[src/rtl/hub75_shifter.sv]
// HUB75 column shifter: fetches one framebuffer row, extracts a bit-plane and shifts
// it onto the panel RGB lines with a generated shift clock, then pulses LAT.
module hub75_shifter #(
    parameter int hpixel_p    = 64,
    parameter int vpixel_p    = 64,
    parameter int bpp_p       = 8,
    parameter int segments_p  = 2,
    parameter int clk_div_p   = 2,
    parameter int latch_len_p = 1
) (
    input  logic                                             clk,
    input  logic                                             rst_n,
    input  logic                                             i_en,
    input  logic                                             i_start,
    input  logic [$clog2(vpixel_p/segments_p)-1:0]           i_row,
    input  logic [$clog2(bpp_p)-1:0]                         i_pix_bit,
    input  logic                                             i_latch_go,
    output logic                                             o_rd_en,
    output logic [$clog2((vpixel_p/segments_p)*hpixel_p)-1:0] o_rd_addr,
    input  logic [segments_p*3*bpp_p-1:0]                    i_rd_data,
    output logic [segments_p*3-1:0]                          o_rgb,
    output logic                                             o_sclk,
    output logic                                             o_latch,
    output logic                                             o_busy,
    output logic                                             o_done
);
    localparam int out_rows_lp = vpixel_p / segments_p;
    localparam int row_w_lp    = $clog2(out_rows_lp);
    localparam int bit_w_lp    = $clog2(bpp_p);
    localparam int col_w_lp    = $clog2(hpixel_p);
    localparam int addr_w_lp   = $clog2(out_rows_lp * hpixel_p);
    localparam int cnt_max_lp  = (clk_div_p > latch_len_p) ? clk_div_p : latch_len_p;
    localparam int cnt_w_lp    = (cnt_max_lp > 1) ? $clog2(cnt_max_lp) : 1;
    localparam int lanes_lp    = segments_p * 3;

    typedef enum logic [2:0] {
        S_IDLE, S_FETCH, S_CAPTURE, S_LOW, S_HIGH, S_WAIT_LAT, S_LATCH
    } state_t;

    state_t                r_state;
    logic [row_w_lp-1:0]   r_row;
    logic [bit_w_lp-1:0]   r_bit;
    logic [col_w_lp-1:0]   r_col;
    logic [cnt_w_lp-1:0]   r_cnt;
    logic                  r_rd_en;
    logic [addr_w_lp-1:0]  r_rd_addr;
    logic [lanes_lp-1:0]   r_rgb;
    logic                  r_sclk;
    logic                  r_latch;
    logic                  r_busy;
    logic                  r_done;
    logic [lanes_lp-1:0]   w_rgb;

    function automatic logic [addr_w_lp-1:0] addr_of(input logic [row_w_lp-1:0] row,
                                                     input logic [col_w_lp-1:0] col);
        return addr_w_lp'(row) * addr_w_lp'(hpixel_p) + addr_w_lp'(col);
    endfunction

    // Pick the latched bit-plane out of every colour channel of every segment.
    always_comb begin
        // NOTE: default assignment first so no path leaves w_rgb unassigned (no latch).
        w_rgb = '0;
        for (int i = 0; i < lanes_lp; i++) begin
            w_rgb[i] = i_rd_data[i*bpp_p + int'(r_bit)];
        end
    end

    // NOTE: all state and registered outputs update with non-blocking assignments.
    always_ff @(posedge clk or negedge rst_n) begin
        if (!rst_n) begin
            r_state   <= S_IDLE;
            r_row     <= '0;
            r_bit     <= '0;
            r_col     <= '0;
            r_cnt     <= '0;
            r_rd_en   <= 1'b0;
            r_rd_addr <= '0;
            r_rgb     <= '0;
            r_sclk    <= 1'b0;
            r_latch   <= 1'b0;
            r_busy    <= 1'b0;
            r_done    <= 1'b0;
        end else if (!i_en) begin
            // Disable abandons the load silently: no LAT, no done.
            r_state   <= S_IDLE;
            r_col     <= '0;
            r_cnt     <= '0;
            r_rd_en   <= 1'b0;
            r_rd_addr <= '0;
            r_rgb     <= '0;
            r_sclk    <= 1'b0;
            r_latch   <= 1'b0;
            r_busy    <= 1'b0;
            r_done    <= 1'b0;
        end else begin
            r_done  <= 1'b0;
            r_rd_en <= 1'b0;
            case (r_state)
                S_IDLE: begin
                    // The done cycle itself does not accept a new request.
                    if (i_start && !r_done) begin
                        r_row     <= i_row;
                        r_bit     <= i_pix_bit;
                        r_col     <= '0;
                        r_rd_en   <= 1'b1;
                        r_rd_addr <= addr_of(i_row, '0);
                        r_busy    <= 1'b1;
                        r_state   <= S_FETCH;
                    end
                end
                S_FETCH: r_state <= S_CAPTURE;
                S_CAPTURE: begin
                    r_rgb   <= w_rgb;
                    r_cnt   <= '0;
                    r_state <= S_LOW;
                end
                S_LOW: begin
                    if (r_cnt == cnt_w_lp'(clk_div_p - 1)) begin
                        r_cnt   <= '0;
                        r_sclk  <= 1'b1;
                        r_state <= S_HIGH;
                    end else begin
                        r_cnt <= r_cnt + cnt_w_lp'(1);
                    end
                end
                S_HIGH: begin
                    if (r_cnt == cnt_w_lp'(clk_div_p - 1)) begin
                        r_cnt  <= '0;
                        r_sclk <= 1'b0;
                        if (r_col == col_w_lp'(hpixel_p - 1)) begin
                            r_state <= S_WAIT_LAT;
                        end else begin
                            r_col     <= r_col + col_w_lp'(1);
                            r_rd_en   <= 1'b1;
                            r_rd_addr <= addr_of(r_row, r_col + col_w_lp'(1));
                            r_state   <= S_FETCH;
                        end
                    end else begin
                        r_cnt <= r_cnt + cnt_w_lp'(1);
                    end
                end
                S_WAIT_LAT: begin
                    if (i_latch_go) begin
                        r_latch <= 1'b1;
                        r_cnt   <= '0;
                        r_state <= S_LATCH;
                    end
                end
                S_LATCH: begin
                    if (r_cnt == cnt_w_lp'(latch_len_p - 1)) begin
                        r_latch <= 1'b0;
                        r_rgb   <= '0;
                        r_done  <= 1'b1;
                        r_busy  <= 1'b0;
                        r_state <= S_IDLE;
                    end else begin
                        r_cnt <= r_cnt + cnt_w_lp'(1);
                    end
                end
                default: r_state <= S_IDLE;
            endcase
        end
    end

    assign o_rd_en   = r_rd_en;
    assign o_rd_addr = r_rd_addr;
    assign o_rgb     = r_rgb;
    assign o_sclk    = r_sclk;
    assign o_latch   = r_latch;
    assign o_busy    = r_busy;
    assign o_done    = r_done;
endmodule

[config.mk]
export PLATFORM = sky130hd
export DESIGN_NAME = hub75_shifter
export DESIGN_NICKNAME = d
export VERILOG_FILES = /design/src/rtl/hub75_shifter.sv
export SDC_FILE = /design/constraint.sdc
export NUM_CORES = 1
export LEC_CHECK = 0
export CAP_MARGIN = 10
export CORE_AREA = 10 10 90 69
export DETAILED_ROUTE_END_ITERATION = 7
export DIE_AREA = 0 0 100 79
export PLACE_DENSITY = 0.95
export SYNTH_ARGS = -nofsm -noshare
export SYNTH_HDL_FRONTEND = slang
export SYNTH_SLANG_ARGS = --single-unit
export TNS_END_PERCENT = 1
[constraint.sdc]
create_clock -name clk -period 2.67 [get_ports clk]
set_input_delay 0.267 -clock clk [delete_from_list [all_inputs] [get_ports clk]]
set_output_delay 0.267 -clock clk [all_outputs]
set_load 0.03 [all_outputs]
==> results.sh <==
export IMPL_outcome="finished, final reports clean"
export IMPL_grt_busiest_layer="met2"
export IMPL_track_usage_pct=14.8
export IMPL_place_gp_congestion=0.819
export IMPL_drv_cap=0
export IMPL_yosysSeqAreaShare_pct=42.4
export IMPL_row_count=21
export IMPL_ys_flop_type="dfrtp_1"
export IMPL_start_util_pct=44.1
export IMPL_io_pins=83
export IMPL_die_area_um2=7900
export IMPL_worst_r2r_path_depth=3
export IMPL_cts_root_buffer="clkbuf_8"
export IMPL_use_met3_pct=7.70
export IMPL_finalHoldViolCount=0
export IMPL_met1_usage_pct=16.5
export IMPL_cts_tree="built"
export IMPL_grt_max_degree=35
export IMPL_cts_max_level=2
export IMPL_grt_setup_unrepaired="no"
export IMPL_drive_gt1_share_pct=16.7
export IMPL_max_vdd_ir_drop_mv=0.350
export IMPL_synthCells=170
export IMPL_critical_path_required_ns=2.85
export IMPL_yosysWarnings=0
export IMPL_postPlaceCellArea_um2=2850
export IMPL_p_leak_uw=0.00124
export IMPL_clk_latency_ns=0.29
export IMPL_power_density_nw_per_um2=545
export IMPL_cts_buffers=5
export IMPL_tns_ns=0
export IMPL_synth_async_reset_ratio_pct=100
export IMPL_relSlewSlack_pct=54.2
export IMPL_grt_ovfl_total=0
export IMPL_worst_slack_ns=0.857
export IMPL_max_slew_worst_pin_slew_ns=0.687
export IMPL_reg2reg_from="r_bit[0]"
export IMPL_max_freq_mhz=552
export IMPL_core_um2=4550
export IMPL_hpwlAfterDp_um=4590
export IMPL_r2r_end="o_rgb[0]"
export IMPL_setup_violations=0
export IMPL_finalMaxSlewViolations=0
export IMPL_ys_ff_latch=34
export IMPL_hold_path_class="in2async"
export IMPL_io_buffers=82
export IMPL_pre_cts_ws_ns=0.804
export IMPL_ant_nets=0
export IMPL_drc=0
export IMPL_first_pass_iters=4
export IMPL_critPathMaxFanout=13
export IMPL_synth_edf_count=0
export IMPL_fin_crit_sh_pct=67.9
export IMPL_cts_path_max_buffers=2
export IMPL_finalWirelength_um=5620
export IMPL_antenna_found_initial=0
export IMPL_cp_start_kind="flip-flop"
export IMPL_synth_area_um2=2000
export IMPL_nNetsFinal=314
export IMPL_skew_ns=0.00261
export IMPL_num_vias=1721
export IMPL_cts_setup_buffers=0
export IMPL_drt_iter0_markers=61
export IMPL_critPathCaptureType="flip-flop"
export IMPL_ff2ff_setup_slack_ns=0.86
export IMPL_grt_pass1_wl_um=9470
export IMPL_path_clk_slew_ns=0.07
export IMPL_vias_per_cell=5.57
export IMPL_ctsResizeCount=0
export IMPL_cp_arrival_ns=1.99
export IMPL_yosysUniqueCellTypes=48
export IMPL_postSynthNetCount=232
export IMPL_power_uw=1620
export IMPL_crit_type="reg2reg"
export IMPL_drt_wirelength_per_cell_um=18.2
export IMPL_syn_mean_instance_area_um2=11.8
export IMPL_antenna_cells=0
export IMPL_finish_instance_area_um2=2960
export IMPL_period_needed_ns=1.81
export IMPL_grt_pass1_vias=1861
export IMPL_clkSinkCount=34
export IMPL_gr_usage_met2_pct=24.5
export IMPL_ctsHoldBuffers=0
export IMPL_dieWidth_um=100
export IMPL_synthToLayoutAreaGrowth_pct=47.9
export IMPL_die_height_um=79
-- state kept, by name, indices dropped and copies added, names as in the netlist --
signal	flops
r_row	5
o_done	1
o_rd_addr	6
o_rd_en	1
r_state	3
o_rgb	6
o_sclk	1
o_latch	1
o_busy	1
r_col	5
r_cnt	1
r_bit	3
-- cell families (layout without fill, tap and decap cells) --
family	after synthesis	count (layout)	synth area share [%]
AOI/OAI and AO/OA	44	44	16.2
xor gates and xnor gates	1	1	0.437
adders and majority gates	1	1	0.624
buffers and inverters	12	94	3.37
DFF	34	34	42.4
muxes	25	25	21.3
and+or+nand+nor	53	53	15.5
-- worst max-delay path by stage --
stage                     slack, ns      from      endpoint  cells after the start
after floorplan                0.94  r_col[0]  o_rd_addr[6]                      5
after global placement         0.82   i_start      r_row[3]                      4
after detailed placement       0.80   i_start      r_bit[2]                      4
after CTS                      0.80  r_bit[0]      o_rgb[0]                      3
after global routing           0.73  r_bit[0]      o_rgb[0]                      3
final                          0.86  r_bit[0]      o_rgb[0]                      3
-- final cells by class --
cell class / instances / area, um^2
sequential: 34 / 851
fill: 349 / 1580
timing repair buffer: 83 / 828
clock inverter: 1 / 30.0
inverter: 4 / 15.0
tap: 57 / 71.3
clock buffer: 6 / 82.6
multi-input combinational: 124 / 1090
-- critical path, cell delays in order, from the launching register on --
cell and delay, ns:
dfrtp_1 0.78, mux4_1 0.63, a22oi_1 0.20, nand2_1 0.07
-- cell usage in the layout, fill, tap and decap left out, types with 5 or more instances in the layout --
cell type and instances:
a21oi_1 5, a22o_1 6, a22oi_1 6, a31oi_1 5
clkbuf_8 6, clkdlybuf4s50_1 82, dfrtp_1 34, mux2_2 12
mux4_2 9, nand2_1 23, nor2_1 5, o21ai_0 8
-- power by group --
| part | total [uW] | leakage, uW | switching [uW] | internal (uW) |
|---|---|---|---|---|
| clock | 477 | 0.0000573 | 179 | 298 |
| combinational | 457 | 0.000732 | 165 | 292 |
| sequential | 680 | 0.000447 | 102 | 579 |
| total | 1620 | 0.00124 | 446 | 1170 |
-- Yosys cell counts, drive strengths merged, types with 2 or more instances --
library cell | instances | share of area [%]
dfrtp | 34 | 42
nand2 | 24 | 4.6
mux2 | 13 | 7.3
mux4 | 12 | 14
o21ai | 8 | 2.0
buf | 7 | 2.4
a22o | 6 | 2.6
a22oi | 6 | 2.2
a31oi | 6 | 2.6
nor2 | 6 | 1.2
a21oi | 5 | 1.2
inv | 4 | 0.75
nand3 | 4 | 1.0
nor2b | 4 | 1.4
a211oi | 3 | 1.1
nand2b | 3 | 0.94
nor3b | 3 | 1.9
o211ai | 3 | 1.6
and2 | 2 | 0.62
nor3 | 2 | 0.75
o21a | 2 | 0.75
-- through the flow --
step	utilization (%)	hold slack, ns	cells
final	65.2	0.393	309
after global routing	65.2	0.429	309
after CTS	65.2	0.406	309
after detailed placement	62.7	0.457	302
after global placement	62.7	0.455	302
after floorplan	-	-0.0286	170
-- metal layers --
metal  wire [um]  up-vias
met3         618        6
met4          55        0
met2        2830       65
met5           0        -
li1            -      806
met1        2110      844
No activity file was read; power rests on OpenSTA's default activity.
